==> config.mk <==
export PLATFORM = sky130hd
export DESIGN_NAME = serial_comparator
export DESIGN_NICKNAME = d
export VERILOG_FILES = /design/src/rtl/serial_comparator.sv
export SDC_FILE = /design/constraint.sdc
export NUM_CORES = 1
export LEC_CHECK = 0
export ABC_AREA = 1
export CAP_MARGIN = 30
export CORE_UTILIZATION = 51
export DETAILED_ROUTE_END_ITERATION = 7
export PLACE_DENSITY_LB_ADDON = 0.2
export SYNTH_ARGS = -nofsm -noshare
export SYNTH_HDL_FRONTEND = slang
export SYNTH_SLANG_ARGS = --single-unit
export TNS_END_PERCENT = 20
==> constraint.sdc <==
create_clock -name clk -period 1.9 [get_ports clk]
set_input_delay 0.19 -clock clk [delete_from_list [all_inputs] [get_ports clk]]
set_output_delay 0.19 -clock clk [all_outputs]
set_load 0.005 [all_outputs]
==> src/rtl/serial_comparator.sv <==
// MSB-first digit-serial magnitude comparator (signed or unsigned), exits early at the first differing digit.
// Latency k+2 cycles from the start edge (k = deciding digit); start is ignored unless idle, with no queueing.
module serial_comparator #(
    parameter int WIDTH = 8,
    parameter int DIGIT = 2
) (
    input  logic             clk,
    input  logic             rst,
    input  logic             start,
    input  logic             sgn,
    input  logic [WIDTH-1:0] A,
    input  logic [WIDTH-1:0] B,
    output logic             busy,
    output logic             done,
    output logic             EQ,
    output logic             GT,
    output logic             LT,
    output logic             GE,
    output logic             LE
);
    localparam int NDIG = WIDTH / DIGIT;
    localparam int KW   = (NDIG > 1) ? $clog2(NDIG) : 1;
    localparam logic [KW-1:0] LAST_K = KW'(NDIG - 1);

    typedef enum logic [1:0] {
        S_IDLE = 2'd0,
        S_SCAN = 2'd1,
        S_DONE = 2'd2
    } state_t;

    state_t           r_state;
    logic [KW-1:0]    r_k;
    logic [WIDTH-1:0] r_a;
    logic [WIDTH-1:0] r_b;
    logic             r_busy;
    logic             r_done;
    logic             r_eq;
    logic             r_gt;
    logic             r_lt;
    logic             r_ge;
    logic             r_le;

    // Operands are shifted left each step, so the digit under test is always the top one.
    logic [DIGIT-1:0] w_a_dig;
    logic [DIGIT-1:0] w_b_dig;
    logic             w_dig_gt;
    logic             w_dig_lt;

    assign w_a_dig  = r_a[WIDTH-1 -: DIGIT];
    assign w_b_dig  = r_b[WIDTH-1 -: DIGIT];
    assign w_dig_gt = (w_a_dig > w_b_dig);
    assign w_dig_lt = (w_a_dig < w_b_dig);

    always_ff @(posedge clk) begin
        if (rst) begin
            r_state <= S_IDLE;
            r_k     <= '0;
            r_a     <= '0;
            r_b     <= '0;
            r_busy  <= 1'b0;
            r_done  <= 1'b0;
            r_eq    <= 1'b0;
            r_gt    <= 1'b0;
            r_lt    <= 1'b0;
            r_ge    <= 1'b0;
            r_le    <= 1'b0;
        end else begin
            r_done <= 1'b0;
            case (r_state)
                S_IDLE: begin
                    if (start) begin
                        // Sign-bit flip maps two's complement onto offset binary.
                        r_a     <= {A[WIDTH-1] ^ sgn, A[WIDTH-2:0]};
                        r_b     <= {B[WIDTH-1] ^ sgn, B[WIDTH-2:0]};
                        r_k     <= '0;
                        r_busy  <= 1'b1;
                        r_state <= S_SCAN;
                    end
                end
                S_SCAN: begin
                    if (w_dig_gt || w_dig_lt) begin
                        r_eq    <= 1'b0;
                        r_gt    <= w_dig_gt;
                        r_lt    <= w_dig_lt;
                        r_ge    <= w_dig_gt;
                        r_le    <= w_dig_lt;
                        r_busy  <= 1'b0;
                        r_done  <= 1'b1;
                        r_state <= S_DONE;
                    end else if (r_k == LAST_K) begin
                        r_eq    <= 1'b1;
                        r_gt    <= 1'b0;
                        r_lt    <= 1'b0;
                        r_ge    <= 1'b1;
                        r_le    <= 1'b1;
                        r_busy  <= 1'b0;
                        r_done  <= 1'b1;
                        r_state <= S_DONE;
                    end else begin
                        r_k <= r_k + KW'(1);
                        r_a <= r_a << DIGIT;
                        r_b <= r_b << DIGIT;
                    end
                end
                S_DONE: begin
                    r_state <= S_IDLE;
                end
                default: begin
                    r_state <= S_IDLE;
                    r_busy  <= 1'b0;
                end
            endcase
        end
    end

    assign busy = r_busy;
    assign done = r_done;
    assign EQ   = r_eq;
    assign GT   = r_gt;
    assign LT   = r_lt;
    assign GE   = r_ge;
    assign LE   = r_le;

endmodule

==> run metrics <==
run status completed; post-synthesis sequential area ratio 37.4%; HP Class flip-flop to flip-flop; clock sink count 27; Worst Path Arrival 1790 ps; cells resized by post-CTS repair 0; Mapped Nets 231; CP Capture Type flip-flop; Cell Area, Synth 1440 µm²; root buf cell clkbuf_4; Setup TNS 0 ps; final setup fails 0; Core ar. 2570 µm²; Setup Skew 7.14 ps; clock network power share 10.6%; share of cells above drive strength 1 10.8%; grt ovf 0; Layout Cells excl Fill 261; FF+latch count, synth 27; synthesis-to-finish area growth 19.2%; Worst Min Path Start LE; multi-input logic area 734 µm²; GRT Total Usage 21.1%; Critical Path Source r_b[7]; Die Area 3050 µm²; number of fillers in the final layout 245; Worst-path clk slew 150 ps; RSZ-0062 raised after global routing false; die width 55.2 µm; placed cells 257; Yosys top cell area share 37.4%; IO Pins 27; Critical R2R Launch r_b[7]; # hold bufs at CTS 0; Lkg Pwr 0.835 nW; CTS tree built; Register Area 541 µm²; Comb power frac 54.4%; Sw Ratio 44.5%; VDD IR max 0.00129 V; number of H-tree levels 1; Int Power 1.33 mW; Critical Path RT 2130 ps; # Post-CTS Setup Buffers 0; Avg WL per Cell 11.2 µm; type of origin of the critical path flip-flop; average size of a mapped cell 6.94 µm²; final core utilization 67.0%; Peak Freq 644 MHz; DP HPWL 2080 µm; initial antenna violation count 0; max-slew violations 0; Max Fanout on Critical Path 15; worst-margin pin slew 520 ps; Final Hold Viols 0; routability cong. 0.746; Initial Utilization 56.2%; vias in the first global route 1276; Synth area leaders dfxtp_1, nand2_1, nor2_1; cell area after layout 1720 µm²; Inserted Clock Buffers 3; leading area contributor after synthesis dfxtp_1; post-synthesis instance total 208; Final period util 81.7%; Die Height 55.2 µm; sequential power share 35.0%; Worst-Skew Late Latency 320 ps; max cap viols 0; clock tree buffer depth 2; min cycle time layout 1550 ps; count of input and output buffers 26; total placed instance area 1690 µm²; DRT Wirelength 2920 µm; number of distinct library cells after synthesis 23; Fin Hold WS 462 ps; relative slew slack 65.1%; Row Count 18; P_sw 1.07 mW; Iteration-0 DRC Markers 31; Setup CP Type flip-flop to flip-flop; largest net degree at the start of global routing 35; synth warn 0; DR vias 1313; Via density 5.03; Layout Nets 255; first-pass GRT wire length 5330 µm; # DRC 0; antenna-violating nets left 0; DRT Pass-1 Iters 4; power density cells 1400 nW/µm²; ANT cells 0
registers in the layout (all words and copies together) (netlist names), 2 cells and up:
| name | flops |
|---|---|
| r_b | 8 |
| r_a | 8 |
| r_state | 2 |
| r_k | 2 |
Yosys cell counts:
library cell and number:
nand2_1 46, nor2_1 38, dfxtp_1 27, inv_1 27, nand3_1 18, nand3_2 9, o21ai_0 7, a21oi_1 6
buf_2 5, o21ai_1 4, ha_1 3, nand2_4 3, buf_6 2, nand2_2 2, nor2_2 2, o22ai_1 2
buf_4 1, clkinv_1 1, clkinv_2 1, inv_2 1, nand3_4 1, nor2_4 1, o21ai_4 1
worst max-delay path, stage by stage (launching register included):
cell     delay, ps
dfxtp_1        340
inv_1           60
ha_1           280
nand2_1         80
inv_1          140
nand2_1        110
nand2_2        130
nand2_4        140
nor2_1         130
nor2_1          50
area by class of cell:
type                    count  share of cell area, %
multi-input cells         143                   42.7
repair buffers             27                   15.6
clock buffers               4                   1.53
well taps                  30                   2.18
inverters                  30                   6.62
flip-flops and latches     27                   31.4
kinds of logic after synthesis:
| kind of cell | share of synthesized area [%] |
|---|---|
| and+or+nand+nor | 40.4 |
| buffers and inverters | 11.7 |
| DFF | 37.4 |
| AOI/OAI and AO/OA | 7.89 |
| adders and majority gates | 2.60 |
power groups by stage:
stage	Sequential (mW)	Clock (mW)	Combinational [mW]
floorplan	0.844	0	1.06
global placement	0.844	0	1.28
detailed placement	0.859	0	1.31
CTS	0.844	0.261	1.32
global route	0.863	0.284	1.51
finish	0.842	0.254	1.31
routing by layer:
| layer | GRT usage, % | up-vias | share of wire, % |
|---|---|---|---|
| li1 | - | 686 | - |
| met1 | 25.5 | 606 | 46 |
| met2 | 38.6 | 17 | 52 |
| met3 | 2.58 | 4 | 2.2 |
| met4 | 6.79 | 0 | 0.69 |
| met5 | 0 | - | 0 |
placed cells by master (no fill, tap or decap):
cell type        count
ha_1                 3
nand3_1             18
nor2_2               2
nand2_4              3
buf_4                1
nand3_4              1
clkdlybuf4s50_1     26
clkinv_2             1
nand2_1             46
nand2_2              2
nor2_1              38
clkinv_1             1
o22ai_1              2
nor2_4               1
dfxtp_1             27
inv_1               27
clkbuf_4             3
o21ai_4              1
nand3_2              9
inv_2                1
o21ai_0              7
o21ai_1              4
a21oi_1              6
clkbuf_1             1
metrics by stage:
step / setup WS [ps] / total power, mW
finish: 348 / 2.40
detailed placement: 341 / 2.17
CTS: 353 / 2.43
global route: 200 / 2.66
global placement: 378 / 2.12
floorplan: 482 / 1.91
worst paths after layout:
kind / to / slack [ps] / cells after the start
setup / recovery: r_b[3] / 350 / 9
setup reg to reg: r_b[3] / 350 / 9
hold reg to reg: LE / 460 / 2
hold / removal: LE / 460 / 2
(Power assumes the default switching activity.)
==> variant 1 (config.mk and constraints unchanged) <==
Change the parameter `WIDTH` from 8 to 4.
--- a/src/rtl/serial_comparator.sv
+++ b/src/rtl/serial_comparator.sv
@@ -3,3 +3,3 @@
 module serial_comparator #(
-    parameter int WIDTH = 8,
+    parameter int WIDTH = 4,
     parameter int DIGIT = 2
Interface: changed (resized A and B); port bits go from 27 to 19. No check against the original RTL was run, so the function may have changed too.
==> variant 1 against the original RTL <==
- total power shrank 58%
- sequential cell count shrank 9
- design area decreased by 39%
- worst setup slack improved by 0.080 ns
- maximum frequency rose by 5.4%
- wire length is 44% lower
- first-iteration DRC count fell by 32%
- area after synthesis decreased by 42%
==> variant 1: results (changes against the original RTL) <==
status: completed (unchanged)
skew final: 0.002337 ns (was 0.007143 ns)
ys flop type: dfxtp_1 (unchanged)
pin count of the biggest net entering global routing: 16 (was 35)
final WL: 1626 um (was 2916 um)
post-synth top area share: 42.79% (was 37.44%)
ys async rst share: 0% (unchanged)
hold_ws: 0.4442 ns (was 0.4625 ns)
Hold Crit Class: in -> reg (was reg -> reg)
placed cell area: 0.001020 mm^2 (was 0.001694 mm^2)
synth warn: 0 (unchanged)
VDD IR max: 0.5263 mV (was 1.285 mV)
GR Util All Layers: 20.75% (was 21.12%)
layout net count: 153 (was 255)
Comb. pwr: 0.333 mW (was 1.31 mW)
Area contributors post-synth: dfxtp_1 43%, nand2_1 16%, a21oi_1 10% (was dfxtp_1 37%, nand2_1 12%, nor2_1 9.9%)
PortBufs: 18 (was 26)
clock slew at reported path FFs: 0.10 ns (was 0.15 ns)
first-pass GRT wire length: 2711 um (was 5326 um)
crit path max fanout: 6 (was 15)
hpwl dp: 1206 um (was 2081 um)
Cell variety after synth: 15 (was 23)
Worst path max stage delay: 0.32 ns (was 0.34 ns)
leakage: 0.4763 nW (was 0.8345 nW)
Int Pwr: 0.6842 mW (was 1.334 mW)
slew at the pin with the worst max-slew slack: 0.4751 ns (was 0.5201 ns)
Seq/Total Area, Yosys: 42.79% (was 37.44%)
share of cells above drive strength 1: 6.522% (was 10.82%)
FF-to-FF setup slack: 0.43 ns (was 0.35 ns)
1st-pass router iterations: 4 (unchanged)
initial antenna violation count: 0 (unchanged)
Clk pwr share: 22.9% (was 10.6%)
RD Place Congestion: 0.8028 (was 0.7461)
critical path's top delay family: simple AND/OR/NAND/NOR gates (unchanged)
Net Sw Power: 0.3361 mW (was 1.070 mW)
synth cell count leaders: 35 x nand2_1, 18 x dfxtp_1, 17 x a21oi_1, 15 x inv_1, 14 x nand3_1 (was 46 x nand2_1, 38 x nor2_1, 27 x dfxtp_1, 27 x inv_1, 18 x nand3_1)
drt via density: 5.006 (was 5.031)
syn_nets: 133 (was 231)
biggest regs: r_a x4, r_b x4, r_state x2 (was r_a x8, r_b x8)
worst-skew pair later-pin latency: 0.30 ns (was 0.32 ns)
vias in the first global route: 620 (was 1276)
Crit-path slowest cell: dfxtp_1 (unchanged)
DR iter-0 viols: 21 (was 31)
-- variant 1: cell types whose count changed in the layout (fill, tap and decap cells not counted), sizes merged, moves of 11 or more --
| cell | unedited run | this run |
|---|---|---|
| nor2 | 41 | 10 |
| nand2 | 51 | 36 |
| nand3 | 28 | 14 |
| inv | 28 | 15 |
| a21oi | 6 | 17 |
| o21ai | 12 | 1 |
-- variant 1: through the flow --
step	setup slack, ns	std cells
global placement	0.3888	150
CTS	0.4168	154
finish	0.4284	154
floorplan	0.5628	119
global route	0.2831	154
detailed placement	0.3265	150
-- variant 1: logic make-up after synthesis --
| kind of cell | Yosys count | share of synthesized area (%) |
|---|---|---|
| and+or+nand+nor | 62 | 33.29 |
| buffers and inverters | 19 | 10.25 |
| AOI/OAI and AO/OA | 18 | 10.70 |
| DFF | 18 | 42.79 |
| adders and majority gates | 2 | 2.971 |
-- variant 1: path summary, 6_finish.rpt --
kind              startpoint      to  depth (start not counted)
setup / recovery      r_b[3]      GE                          8
hold / removal          A[1]  r_a[1]                          3
setup reg to reg      r_b[3]      GE                          8
hold reg to reg           EQ      EQ                          2
-- variant 1: area by class of cell --
type                       count  area (um^2)
timing repair buffer          19        187.7
fill                         144        467.9
clock buffer                   4        36.28
inverter                      15        56.30
multi-input combinational     82        395.4
tap                           16        20.02
sequential                    18        360.3
-- variant 1: routing by layer --
layer | global-route usage, % | vias to the layer above | part of all wire [%]
li1 | - | 415 | -
met1 | 27.22 | 321 | 47
met2 | 29.09 | 30 | 45
met3 | 6.466 | 5 | 6.0
met4 | 13.13 | 0 | 2.2
met5 | 0 | - | 0
==> variant 2 (same flow settings) <==
Without the edit above. Make the reset (`rst`) asynchronous in one clocked block.
--- a/src/rtl/serial_comparator.sv
+++ b/src/rtl/serial_comparator.sv
@@ -53,3 +53,3 @@
 
-    always_ff @(posedge clk) begin
+    always_ff @(posedge clk or posedge rst) begin
         if (rst) begin
Formal check against the unedited RTL: differs if rst is asserted again (counterexample within 4 cycles, from zero or initial values and one cycle with rst high); with rst held inactive, the same outputs for 10 cycles.
==> variant 2 against the original RTL <==
- area after synthesis down 1.6%
- total power up 11%
- sequential cell count unchanged
- wire length down 4.4%
- non-clock buffer count up 3
- design area down 1.2%
- worst setup slack worse by 0.19 ns
- critical path depth down 2
- via count down 7.6%
- count of clock-buffer cells in the layout down 1
- critical path type unchanged
- highest routed layer unchanged
==> variant 2: results (changes against the original RTL) <==
share of cells above drive strength 1: 7.729% (was 10.82%)
Met2 Wirelength: 1452 um (was 1502 um)
Synth Area in Compound Gates: 2.026% (was 7.886%)
status: completed (unchanged)
via count: 1213 (was 1313)
area share of fa/ha/maj cells after synthesis: 2.643% (was 2.600%)
final WL: 2788 um (was 2916 um)
placed cell area: 0.001673 mm^2 (was 0.001694 mm^2)
xor/xnor cell area share of the yosys netlist: 0% (unchanged)
antenna cells: 0 (unchanged)
pin count of the biggest net entering global routing: 28 (was 35)
Seq/Total Area, Yosys: 47.58% (was 37.44%)
critical path's top delay family: simple AND/OR/NAND/NOR gates (unchanged)
GR Util All Layers: 22.29% (was 21.12%)
placed insts: 233 (was 257)
Cell Area, Synth: 0.001420 mm^2 (was 0.001444 mm^2)
WL met3: 87 um (was 64 um)
WP data arrival: 1.96 ns (was 1.79 ns)
worst-skew pair later-pin latency: 0.32 ns (about the same)
1st-pass router iterations: 4 (unchanged)
crit path max fanout: 13 (was 15)
vias in the first global route: 1114 (was 1276)
hold_ws: 0.1939 ns (was 0.4625 ns)
met1 wire length: 1229 um (was 1328 um)
proportion of synthesized area in mux cells: 0% (unchanged)
Hold Crit Class: in -> async (was reg -> reg)
pre-CTS setup slack: 0.2167 ns (was 0.3409 ns)
Top Layer Used: met4 (unchanged)
VDD IR max: 0.9491 mV (was 1.285 mV)
hpwl dp: 1974 um (was 2081 um)
FF-to-FF setup slack: 0.16 ns (was 0.35 ns)
Fillers: 218 (was 245)
DR iter-0 viols: 28 (was 31)
met3 usage: 2.778% (was 2.576%)
ys flop type: dfrtp_1 (was dfxtp_1)
Crit Reg-Reg Endpoint: r_a[0] (was r_b[3])
met2 GRT Util: 38.15% (was 38.55%)
met1 Use GR: 28.03% (was 25.52%)
Crit-path slowest cell: dfrtp_1 (was dfxtp_1)
Cell variety after synth: 18 (was 23)
Syn Area/Cell: 7.803 um^2 (was 6.942 um^2)
first-pass GRT wire length: 4698 um (was 5326 um)
slew at the pin with the worst max-slew slack: 0.4529 ns (was 0.5201 ns)
drt via density: 5.118 (was 5.031)
max frequency: 575.5 MHz (was 644.5 MHz)
RD Place Congestion: 0.7464 (was 0.7461)
synth cell count leaders: 71 x nand2_1, 43 x nand3_1, 27 x dfrtp_1, 14 x inv_1 (was 46 x nand2_1, 38 x nor2_1, 27 x dfxtp_1, 27 x inv_1, 18 x nand3_1)
skew final: 0.008361 ns (was 0.007143 ns)
Area contributors post-synth: dfrtp_1 48%, nand2_1 19%, nand3_1 15% (was dfxtp_1 37%, nand2_1 12%, nor2_1 9.9%)
ys async rst share: 100.0% (was 0%)
Worst R2R Start: r_a[7] (was r_b[7])
syn_nets: 205 (was 231)
[variant 2: cell count changes after synthesis, sizes merged, moves of 5 or more]
| cell | delta |
|---|---|
| a21oi | -5 |
| dfrtp | +27 |
| inv | -12 |
| dfxtp | -27 |
| nand3 | +15 |
| o21ai | -11 |
| nand2 | +23 |
| nor2 | -35 |
[variant 2: cell type report]
type | instances | area [um^2] | share of cell area [%]
repair buffers | 30 | 290.3 | 17.07
flip-flops and latches | 27 | 675.6 | 39.74
clock buffers | 3 | 22.52 | 1.325
clock inverters | 1 | 5.005 | 0.2943
well taps | 30 | 37.54 | 2.208
multi-input cells | 130 | 606.8 | 35.69
inverters | 16 | 62.56 | 3.679
[variant 2: power by group through the flow]
stage	clock, mW	sequential (mW)	combinational (mW)
after floorplan	0	0.979	1.14
after global placement	0	0.993	1.38
after detailed placement	0	1.00	1.43
after CTS	0.253	0.991	1.44
after global routing	0.279	1.02	1.65
final	0.246	0.991	1.43
